`src/rtl/satd_pkg.sv`:
```
// Shared types and default widths for the SATD engine and its job scheduler.
package satd_pkg;

   typedef enum logic [1:0] {
      ST_IDLE   = 2'd0,
      ST_ISSUE  = 2'd1,
      ST_WAIT   = 2'd2,
      ST_REPORT = 2'd3
   } sched_state_e;

   localparam int SATD_W_DEF = 16;
   localparam int ACC_W_DEF  = 18;

endpackage

```
`src/rtl/rr_arb2.sv`:
```
// Two-way round-robin arbiter; pri_q names the requester favoured on a tie.
module rr_arb2 (
   input  logic       clk,
   input  logic       rst,
   input  logic [1:0] req,
   input  logic       upd,
   input  logic       upd_idx,
   output logic [1:0] gnt
);

   logic pri_q;
   logic pri_d;

   always_comb begin
      gnt = req;
      if (req == 2'b11) begin
         gnt = pri_q ? 2'b10 : 2'b01;
      end
      pri_d = pri_q;
      if (upd) begin
         pri_d = ~upd_idx;
      end
   end

   always_ff @(posedge clk or posedge rst) begin
      if (rst) begin
         pri_q <= 1'b0;
      end else begin
         pri_q <= pri_d;
      end
   end

endmodule

```
`src/rtl/satd_job_scheduler.sv`:
```
// Shares one SATD engine between two requesters, one multi-sub-block job
// at a time, accumulating the per-sub-block results into a job total.
module satd_job_scheduler
   import satd_pkg::*;
#(
   parameter int SUB_BLOCKS = 4,
   parameter int SATD_W     = SATD_W_DEF,
   parameter int ACC_W      = ACC_W_DEF,
   parameter int ADDR_W     = 8,
   parameter int TIMEOUT    = 32
) (
   input  logic              clk,
   input  logic              rst,
   input  logic [1:0]        req,
   input  logic [ADDR_W-1:0] req_base0,
   input  logic [ADDR_W-1:0] req_base1,
   output logic [1:0]        gnt,
   output logic              busy,
   output logic              eng_start,
   output logic [ADDR_W-1:0] eng_addr,
   input  logic              eng_done,
   input  logic [SATD_W-1:0] eng_satd,
   output logic              res_valid,
   output logic [ACC_W-1:0]  res_sum,
   output logic [1:0]        res_owner,
   output logic              res_err
);

   localparam int SUB_W = (SUB_BLOCKS > 1) ? $clog2(SUB_BLOCKS) : 1;
   localparam int TMO_W = (TIMEOUT > 2) ? $clog2(TIMEOUT) : 1;
   localparam logic [SUB_W-1:0] SUB_LAST = SUB_W'(SUB_BLOCKS - 1);
   localparam logic [TMO_W-1:0] TMO_ARM  = TMO_W'(TIMEOUT - 2);

   sched_state_e      state_q, state_d;
   logic [SUB_W-1:0]  sub_q, sub_d, sub_nxt;
   logic [TMO_W-1:0]  tmo_q, tmo_d;
   logic [ACC_W-1:0]  acc_q, acc_d;
   logic [ADDR_W-1:0] base_q, base_d, base_sel;
   logic              err_q, err_d;
   logic [1:0]        gnt_q, gnt_d;
   logic              busy_q, busy_d;
   logic              start_q, start_d;
   logic [ADDR_W-1:0] addr_q, addr_d;
   logic              rv_q, rv_d;
   logic [ACC_W-1:0]  sum_q, sum_d;
   logic [1:0]        own_q, own_d;
   logic              rerr_q, rerr_d;
   logic [1:0]        arb_gnt;
   logic              upd;

   rr_arb2 u_arb (
      .clk     (clk),
      .rst     (rst),
      .req     (req),
      .upd     (upd),
      .upd_idx (gnt_q[1]),
      .gnt     (arb_gnt)
   );

   assign base_sel = arb_gnt[1] ? req_base1 : req_base0;
   assign sub_nxt  = sub_q + SUB_W'(1);

   always_comb begin
      state_d = state_q;
      sub_d   = sub_q;
      tmo_d   = tmo_q;
      acc_d   = acc_q;
      base_d  = base_q;
      err_d   = err_q;
      gnt_d   = gnt_q;
      busy_d  = busy_q;
      start_d = 1'b0;
      addr_d  = addr_q;
      rv_d    = 1'b0;
      sum_d   = sum_q;
      own_d   = own_q;
      rerr_d  = rerr_q;
      upd     = 1'b0;
      unique case (state_q)
         ST_IDLE: begin
            // skip the result cycle so the owner has time to drop req
            if (!rv_q && arb_gnt != 2'b00) begin
               base_d  = base_sel;
               acc_d   = '0;
               sub_d   = '0;
               tmo_d   = '0;
               err_d   = 1'b0;
               gnt_d   = arb_gnt;
               busy_d  = 1'b1;
               start_d = 1'b1;
               addr_d  = base_sel;
               state_d = ST_ISSUE;
            end
         end
         ST_ISSUE: begin
            state_d = ST_WAIT;
         end
         ST_WAIT: begin
            tmo_d = tmo_q + TMO_W'(1);
            if (eng_done) begin
               acc_d = acc_q + ACC_W'(eng_satd);
               tmo_d = '0;
               if (sub_q == SUB_LAST) begin
                  state_d = ST_REPORT;
               end else begin
                  sub_d   = sub_nxt;
                  start_d = 1'b1;
                  addr_d  = base_q + ADDR_W'(sub_nxt);
                  state_d = ST_ISSUE;
               end
            end else if (tmo_q == TMO_ARM) begin
               err_d   = 1'b1;
               state_d = ST_REPORT;
            end
         end
         ST_REPORT: begin
            rv_d    = 1'b1;
            sum_d   = acc_q;
            own_d   = gnt_q;
            rerr_d  = err_q;
            upd     = 1'b1;
            gnt_d   = 2'b00;
            busy_d  = 1'b0;
            state_d = ST_IDLE;
         end
         default: begin
            state_d = ST_IDLE;
         end
      endcase
   end

   always_ff @(posedge clk or posedge rst) begin
      if (rst) begin
         state_q <= ST_IDLE;
         sub_q   <= '0;
         tmo_q   <= '0;
         acc_q   <= '0;
         base_q  <= '0;
         err_q   <= 1'b0;
         gnt_q   <= 2'b00;
         busy_q  <= 1'b0;
         start_q <= 1'b0;
         addr_q  <= '0;
         rv_q    <= 1'b0;
         sum_q   <= '0;
         own_q   <= 2'b00;
         rerr_q  <= 1'b0;
      end else begin
         state_q <= state_d;
         sub_q   <= sub_d;
         tmo_q   <= tmo_d;
         acc_q   <= acc_d;
         base_q  <= base_d;
         err_q   <= err_d;
         gnt_q   <= gnt_d;
         busy_q  <= busy_d;
         start_q <= start_d;
         addr_q  <= addr_d;
         rv_q    <= rv_d;
         sum_q   <= sum_d;
         own_q   <= own_d;
         rerr_q  <= rerr_d;
      end
   end

   assign gnt       = gnt_q;
   assign busy      = busy_q;
   assign eng_start = start_q;
   assign eng_addr  = addr_q;
   assign res_valid = rv_q;
   assign res_sum   = sum_q;
   assign res_owner = own_q;
   assign res_err   = rerr_q;

endmodule
```
`config.mk`:
```
export PLATFORM = sky130hd
export DESIGN_NAME = satd_job_scheduler
export DESIGN_NICKNAME = d
export VERILOG_FILES = /design/src/rtl/satd_pkg.sv /design/src/rtl/rr_arb2.sv /design/src/rtl/satd_job_scheduler.sv
export SDC_FILE = /design/constraint.sdc
export NUM_CORES = 1
export LEC_CHECK = 0
export CAP_MARGIN = 20
export CORE_MARGIN = 2
export CORE_UTILIZATION = 53
export CTS_CLUSTER_DIAMETER = 80
export DETAILED_ROUTE_END_ITERATION = 6
export HOLD_SLACK_MARGIN = 0.15
export PLACE_DENSITY_LB_ADDON = 0.15
export SKIP_LAST_GASP = 1
export SLEW_MARGIN = 20
export SYNTH_ARGS = -nofsm -noshare
export SYNTH_HDL_FRONTEND = slang
export SYNTH_SLANG_ARGS = --single-unit
```
`constraint.sdc`:
```
create_clock -name clk -period 2.55 [get_ports clk]
set_input_delay 0.3825 -clock clk [delete_from_list [all_inputs] [get_ports clk]]
set_output_delay 0.3825 -clock clk [all_outputs]
set_load 0.01 [all_outputs]
```
Word level (Yosys, flattened, before mapping)
Index checks and enable logic that the tools add are counted.
{"block": "word_totals", "reg_bits": 71, "output_inout_bits": 34, "word_cells": 80}
{"block": "op_classes", "n_addsub": 4, "eq_ne": 12, "muxes": 35, "bitwise": 1, "n_reduce_logical": 13}
{"operator": "$mux W18", "n": 2}
{"operator": "$pmux W18 S2", "n": 1}
{"operator": "$mux W8", "n": 4}
{"operator": "$mux W2", "n": 10}
{"operator": "$add A18 B16 Y18", "n": 1}
{"operator": "$pmux W8 S2", "n": 1}
{"operator": "$mux W5", "n": 2}
{"operator": "$ne A2 B2 Y1 const B", "n": 5}
{"operator": "$pmux W5 S2", "n": 1}
{"operator": "$add A8 B2 Y8", "n": 1}
{"operator": "$eq A2 B2 Y1 const B", "n": 4}
{"operator": "$mux W1", "n": 8}
{"operator": "$pmux W2 S2", "n": 2}
{"operator": "$pmux W2 S4", "n": 1}
{"operator": "$reduce_and A2 Y1", "n": 4}
{"operator": "$reduce_and A4 Y1", "n": 2}
{"operator": "$pmux W1 S2", "n": 3}
{"operator": "$reduce_bool A2 Y1", "n": 3}
{"operator": "$add A5 B1 Y5 const B", "n": 1}
{"operator": "$eq A5 B5 Y1 const B", "n": 1}
{"operator": "$ne A3 B3 Y1 const B", "n": 1}
{"operator": "$reduce_and A3 Y1", "n": 1}
{"operator": "$add A2 B1 Y2 const B", "n": 1}
{"operator": "$eq A2 B1 Y1 const B", "n": 1}
{"operator": "other kinds (4)", "n": 4}

Depth between registers and ports, before layout
Gate-level depths: netlist (run 1).
{"block": "depth", "word_depth": 6, "depth_mapped": 9, "ltp_nobuf": 9}

Cells and area by module
Synthesis (run 1) repeated with hierarchy kept, for this count alone.
{"block": "hier_totals", "hier_cells": 394, "hier_area_um2": 3866.2}
{"module": "satd_job_scheduler", "instances": 1, "cells_each": 387, "area_per_inst_um2": 3809.9, "seq_area_each_um2": 1751.7}
{"module": "rr_arb2", "instances": 1, "cells_each": 7, "area_per_inst_um2": 56.3, "seq_area_each_um2": 25.0}

Worst setup path before layout (run 1)
No wires, ideal clock.
{"block": "synth_path", "path_kind": "input to register", "startpoint": "in eng_satd[3]", "endpoint": "reg acc_q[13]", "setup_time_ns": 0.126, "t_arrival_ns": 2.035, "required_ns": 2.424, "path_slack_ns": 0.389, "stages": 7, "n_path_buf": 0, "cell_sequence": "ha_1 > a21o_1 > a21oi_2 > a211oi_4 > nor3_2 > mux2_1 > a221o_1"}
{"block": "synth_via", "elab_chain_len": 3}
{"item": "from (decl)", "line": "satd_job_scheduler.sv:22", "text": "input logic [SATD_W-1:0] eng_satd,"}
{"item": "$add A18 B16 Y18", "line": "satd_job_scheduler.sv:101", "text": "acc_d = acc_q + ACC_W'(eng_satd);"}
{"item": "$mux W18", "line": "satd_job_scheduler.sv:100", "text": "if (eng_done) begin"}
{"item": "$pmux W18 S2", "line": "satd_job_scheduler.sv:79", "text": "unique case (state_q)"}
{"item": "to (signal assigned)", "line": "satd_job_scheduler.sv:137", "text": "acc_q <= '0;"}
{"item": "to (signal assigned)", "line": "satd_job_scheduler.sv:152", "text": "acc_q <= acc_d;"}
{"item": "to (decl)", "line": "satd_job_scheduler.sv:37", "text": "logic [ACC_W-1:0] acc_q, acc_d;"}
No other way between the ends. The select of a mux whose other input is x is not followed.
A chain may end at the register's enable or synchronous reset.

Worst setup path after layout (run 1)
{"block": "layout_path", "startpoint": "in eng_satd[0]", "endpoint": "reg acc_q[10]"}
Same word-level chain as after synthesis.

==> results of run 1 <==
-- logic make-up after synthesis --
logic type	Yosys count	synth area share (%)
compound gates	107	17.21
xor+xnor	15	3.341
fa+ha+maj	23	7.700
buf+inv	32	3.309
flops	71	45.18
mux	34	9.322
simple gates	118	13.94
-- worst max-delay path, cell delays in order --
cell and delay, ns:
clkdlybuf4s50_1 0.42, ha_1 0.22, inv_1 0.07, fa_1 0.18, nor2b_1 0.06, o31a_1 0.26
o211ai_2 0.26, a21boi_1 0.14, or3_1 0.32, a32o_1 0.25
-- final timing paths --
path / start / endpoint / slack [ns] / cells past startpoint
setup / recovery: eng_satd[0] / acc_q[10]$_DFFE_PP0P_ / 0.22 / 10
hold / removal: rst / res_sum[5]$_DFFE_PP0P_ / 0.43 / 3
setup reg to reg: acc_q[0]$_DFFE_PP0P_ / acc_q[10]$_DFFE_PP0P_ / 0.27 / 9
hold reg to reg: acc_q[17]$_DFFE_PP0P_ / acc_q[17]$_DFFE_PP0P_ / 0.48 / 1
max in group asynchronous: rst / acc_q[11]$_DFFE_PP0P_ / 1.82 / 3
min in group clk: acc_q[17]$_DFFE_PP0P_ / acc_q[17]$_DFFE_PP0P_ / 0.48 / 1
-- through the flow --
stage                     total power [mW]  hold WS, ns  utilization (%)  area, sq um  setup TNS (ns)
after detailed placement             4.536       0.4644            67.64         4880         -0.7227
after global placement               4.442       0.4582            67.64         4880         -0.3698
after CTS                            5.534       0.4459            70.59         5092               0
final                                5.515       0.4277            70.59         5092               0
after global routing                 5.943       0.4722            70.59         5092               0
after floorplan                      3.470       0.4410                -         3933               0
-- cell usage in the layout, fill, tap and decap left out, drive strengths merged, types with 9 or more instances in the layout --
master / count
buf: 26
clkbuf: 11
nand3: 15
ha: 21
mux2: 21
nor2: 18
inv: 13
a21oi: 20
nand2: 55
mux2i: 13
clkdlybuf4s50: 70
o21ai: 48
dfrtp: 71
xor2: 9
-- routing by layer --
metal | global-route usage, % | share of wire, % | wire length, um | vias to the layer above
met3 | 4.526 | 5.5 | 491 | 10
met4 | 7.308 | 1.3 | 120 | 0
met2 | 38.10 | 47 | 4188 | 100
met5 | 0 | 0 | 0 | -
li1 | - | - | - | 1592
met1 | 32.71 | 47 | 4199 | 1539
-- synthesized netlist by cell type (all sizes together), types with 3 or more instances --
| library cell | n |
|---|---|
| o211ai | 3 |
| xor2 | 9 |
| o21a | 3 |
| a31oi | 3 |
| nor3 | 3 |
| nand2 | 55 |
| o21bai | 3 |
| nand4 | 3 |
| inv | 12 |
| xnor2 | 6 |
| and3 | 3 |
| dfrtp | 71 |
| mux2i | 13 |
| buf | 7 |
| clkbuf | 13 |
| ha | 21 |
| a21o | 7 |
| nor2 | 18 |
| o2bb2ai | 3 |
| mux2 | 21 |
| o21ai | 48 |
| nand2b | 7 |
| nand3 | 15 |
| nor2b | 6 |
| a21oi | 20 |
-- registers in the layout (all words and copies together) (netlist names) --
| name | cells |
|---|---|
| res_sum | 18 |
| res_valid | 1 |
| err_q | 1 |
| tmo_q | 5 |
| eng_addr | 8 |
| acc_q | 18 |
| sub_q | 2 |
| u_arb.pri_q | 1 |
| eng_start | 1 |
| state_q | 2 |
| res_err | 1 |
| res_owner | 2 |
| base_q | 8 |
| gnt | 2 |
| busy | 1 |
-- power breakdown --
part | total (mW) | switching, mW | internal [mW] | leakage (nW)
logic | 2.68 | 1.39 | 1.29 | 1.37
registers | 1.85 | 0.309 | 1.54 | 0.923
clock network | 0.985 | 0.432 | 0.554 | 0.104
total | 5.51 | 2.13 | 3.39 | 2.40
-- area by class of cell --
class / instances / share of cell area (%)
Clock buffer: 11 / 2.580
Clock inverter: 5 / 1.597
Inverter: 12 / 0.8845
Multi-Input combinational cell: 297 / 39.78
Sequential cell: 71 / 34.89
Tap cell: 99 / 2.432
Timing Repair Buffer: 96 / 17.84
-- timing repair --
action	CTS	global route
buffers inserted	0	0
gates resized for setup	0	1
endpoints found under the setup margin	0	1
==> run_results.csv, run 1 <==
group,metric,value,unit
run_status,status,"complete, no violations",
clock_tree,path_clk_slew,0.08,ns
critical_path,end_kind,"flop",
critical_path,crit_type,"in2reg",
sta,fin_crit,2.331,ns
place,io_buffers,70,
drt,route.detailed.drc,0,
pwr,leakage,2.401,nW
synth,async_flop_share,100.0,%
sta,finalHoldViolations,0,
synth,ys.flop_type,"dfrtp_1",
clock_tree,cts_root_buf,"clkbuf_8",
die,die_area,0.008125,sq mm
synth,synth_cells,400,
synth,syn_avg_cell_area,9.831,sq um
die,die_h,90.14,um
critical_path,cp.arrival,2.57,ns
drt,ant_nets,0,
synth,seq_area_frac_synth,45.18,%
pwr,power_density,1083,mW/mm^2
sta,fmax,428.9,MHz
finish,multi_input_area,0.002026,sq mm
place,place_ws,-0.2024,ns
sta,max-slew-margin-rel,55.30,%
global_route,grt_pass1_vias,3178,
clock_tree,clock-sinks,71,
die,fp-row-count,31,
synth,synthTopCellsByArea,"dfrtp_1 45%, ha_1 6.7%, o21ai_0 6.1%",
sta,grt_setup_unrepaired,"false",
finish,antenna_cells,0,
sta,clock-skew-final,0.008374,ns
global_route,grt_start_max_net_pins,72,
global_route,grt-ovfl-total,0,
sta,setup_violations,0,
drt,viasPerCell,5.484,
finish,ff_latch_area,0.001777,sq mm
synth,synth_nets,460,
critical_path,cp.required,2.78,ns
drt,wl,9.000,mm
synth,syn-cell-area,0.003933,sq mm
finish,layout-drive-gt1-share,14.23,%
finish,fill_cells,558,
global_route,grt_pass1_wl,15.64,mm
global_route,grtUsageTotal,23.70,%
sta,fin_crit_sh,91.43,%
place,dp.cells,575,
finish,layoutNonFillerInstCount,591,
synth,synth_top_area_share,45.18,%
place,dp_hpwl,6.513,mm
drt,vias,3241,
critical_path,start_kind,"input pin",
sta,worst_pin_slew,0.6689,ns
pwr,ir_worst_vdd,0.5778,mV
die,core_area,0.007214,sq mm
clock_tree,cts_buffers,9,
clock_tree,clock_latency,0.35,ns
global_route,antenna_found_initial,0,
synth,synth.ff_latch_count,71,
clock_tree,h-tree-depth,3,
sta,finalMaxSlewViolations,0,
critical_path,worstPathMaxFanout,3,
die,boundaryPins,71,
job,drv_cap,0,
synth,ys_warn_count,0,
synth,synth_edf_count,0,
synth,synth.largest_area_cell,"dfrtp_1",
die,dieWidth,90.14,um
place,gp_congestion,0.8715,
hold_path,min_path_type,"in2async",
clock_tree,cts_tree,"done",
finish,layout.nets,547,
synth,ys_types,55,
drt,routedWlPerCell,15.23,um
finish,areaGrowthSynthToFinish,29.49,%
die,start_util,54.51,%
sta,setup_ws,0.2186,ns
drt,first_pass_iters,4,
drt,drt_iter0_markers,161,
clock_tree,cts.path.max_buffers,2,
clock_tree,cts_hold_buf,0,
(Power assumes the default switching activity.)
==> inputs of run 2 (changes only) <==
--- a/config.mk
+++ b/config.mk
@@ -9,3 +9,3 @@
 export CORE_MARGIN = 2
-export CORE_UTILIZATION = 53
+export CORE_UTILIZATION = 30
 export CTS_CLUSTER_DIAMETER = 80
--- a/constraint.sdc
+++ b/constraint.sdc
@@ -3,2 +3,2 @@
 set_output_delay 0.3825 -clock clk [all_outputs]
-set_load 0.01 [all_outputs]
+set_load 0.005 [all_outputs]
==> run 2 against run 1 <==
  * Worst hold slack worse by 0.0088 ns
  * Die area increased by 73%
  * Final cell count grew 14%
  * Register-to-register slack improved by 0.03 ns
  * Flip-flop and latch count is the same
  * Critical endpoint is now acc_q[16]$_DFFE_PP0P_
  * Critical path type unchanged
  * Combinational power hardly changed
  * Design area up 5.6%
  * Worst setup slack better by 0.0029 ns
  * Global-route usage decreased by 8.8 points
  * Clock skew barely moved
==> run_results.csv, run 2 (same netlist as run 1, synthesis figures left out) <==
group,metric,value,unit
sta,finalHoldViolations,0,
finish,layout.nets,556,
sta,fin_crit_sh,91.31,%
finish,fill_cells,1287,
drt,vias,3263,
pwr,power_density,1093,mW/mm^2
die,fp-row-count,41,
global_route,grtUsageTotal,14.91,%
global_route,grt_pass1_vias,3240,
finish,ff_latch_area,0.001777,sq mm
critical_path,cp_cell_sequence,"clkdlybuf4s50_1, ha_1, inv_1, fa_1, nor2b_1, o31a_1, o211ai_2, o21ai_0, buf_4, o31ai_1, mux2i_1",
place,io_buffers,70,
place,dp.cells,657,
critical_path,crit_type,"in2reg",
finish,multi_input_area,0.002026,sq mm
drt,route.detailed.drc,0,
die,core_area,0.01272,sq mm
critical_path,slowest_delay,0.41,ns
global_route,grt_pass1_wl,16.56,mm
global_route,grt-ovfl-total,0,
finish,antenna_cells,0,
die,die_area,0.01404,sq mm
drt,viasPerCell,4.848,
clock_tree,cts_hold_buf,0,
drt,routedWlPerCell,14.32,um
sta,setup_violations,0,
place,dp_hpwl,7.191,mm
sta,fin_crit,2.329,ns
critical_path,cp.arrival,2.59,ns
drt,first_pass_iters,4,
die,die_h,118.5,um
clock_tree,post_cts_buffers,0,
global_route,grt_start_max_net_pins,50,
clock_tree,clock_latency,0.34,ns
die,start_util,30.91,%
sta,worst_pin_slew,0.6913,ns
sta,grt_setup_unrepaired,"false",
finish,mostFrequentLayoutCells,"71 x dfrtp_1, 70 x clkdlybuf4s50_1, 55 x nand2_1",
clock_tree,cts_root_buf,"clkbuf_16",
clock_tree,cts.path.max_buffers,2,
drt,drt_iter0_markers,140,
critical_path,start_kind,"input pin",
finish,final_util,42.25,%
clock_tree,clock-sinks,71,
pwr,leakage,2.503,nW
critical_path,crit_slowest_cell,"clkdlybuf4s50_1",
hold_path,min_path_type,"in2async",
critical_path,end_kind,"flop",
drt,wl,9.637,mm
sta,max-slew-margin-rel,53.91,%
finish,layoutNonFillerInstCount,673,
clock_tree,cts_resized,0,
critical_path,worstPathMaxFanout,3,
run_status,status,"complete, no violations",
die,boundaryPins,71,
die,dieWidth,118.5,um
place,gp_congestion,0.8886,
job,drv_cap,0,
pwr,ir_worst_vdd,0.3836,mV
sta,finalMaxSlewViolations,0,
global_route,antenna_found_initial,0,
sta,clock-skew-final,0.007926,ns
finish,areaGrowthSynthToFinish,36.68,%
clock_tree,path_clk_slew,0.06,ns
sta,fmax,429.5,MHz
critical_path,cp.required,2.81,ns
finish,final_common_cell,"dfrtp_1",
drt,ant_nets,0,
clock_tree,h-tree-depth,3,
clock_tree,cts_buffers,9,
clock_tree,cts_tree,"done",
finish,layout-drive-gt1-share,15.77,%
==> run 2: cell types whose count changed in the layout (fill, tap and decap cells not counted), sizes merged <==
cell / previous run / this run
clkinvlp: 1 / 0
clkbuf: 11 / 12
buf: 26 / 35
==> run 2: worst paths after layout <==
path | start | end | slack, ns | cells after the start
setup / recovery | eng_satd[0] | acc_q[16]$_DFFE_PP0P_ | 0.22 | 11
hold / removal | rst | res_sum[3]$_DFFE_PP0P_ | 0.42 | 3
setup reg to reg | acc_q[0]$_DFFE_PP0P_ | acc_q[16]$_DFFE_PP0P_ | 0.30 | 10
hold reg to reg | res_sum[1]$_DFFE_PP0P_ | res_sum[1]$_DFFE_PP0P_ | 0.48 | 2
max in group asynchronous | rst | res_sum[16]$_DFFE_PP0P_ | 1.88 | 3
min in group clk | res_sum[1]$_DFFE_PP0P_ | res_sum[1]$_DFFE_PP0P_ | 0.48 | 2
==> run 2: power breakdown <==
group / switching [mW] / leakage [nW] / internal [mW]
clock network: 0.485 / 0.157 / 0.889
logic: 1.31 / 1.42 / 1.36
registers: 0.295 / 0.923 / 1.54
total: 2.09 / 2.50 / 3.79
==> run 2: layout make-up <==
cell class                 count  area share [%]
clock inverter                 4           1.443
clock buffer                  12           4.586
sequential                    71           33.05
timing repair buffer         105           18.39
tap                          172           4.004
multi-input combinational    297           37.69
inverter                      12          0.8380
==> run 2: per-layer routing <==
metal / GRT usage (%) / routed length (um)
met4: 7.366 / 238
met3: 2.992 / 394
met1: 20.61 / 4789
met2: 22.15 / 4214
met5: 0 / 0
==> run 2: worst max-delay path: cells and delay by family <==
| family | cells | cell delay (ns) |
|---|---|---|
| AOI/OAI and AO/OA | 4 | 0.91 |
| buffers and inverters | 3 | 0.63 |
| adders and majority gates | 2 | 0.39 |
| muxes | 1 | 0.22 |
| and+or+nand+nor | 1 | 0.07 |
==> run 2: stage by stage <==
| step | setup TNS (ns) | power [mW] | hold WS [ns] | instance area (sq um) | setup WS (ns) |
|---|---|---|---|---|---|
| CTS | 0 | 5.955 | 0.4376 | 5375 | 0.2050 |
| finish | 0 | 5.875 | 0.4189 | 5375 | 0.2215 |
| floorplan | 0 | 3.391 | 0.4410 | 3933 | 0.3709 |
| detailed placement | -0.6725 | 4.544 | 0.4689 | 5051 | -0.1564 |
| global route | 0 | 6.370 | 0.4616 | 5375 | 0.02538 |
| global placement | -0.5060 | 4.493 | 0.4539 | 5051 | -0.1189 |
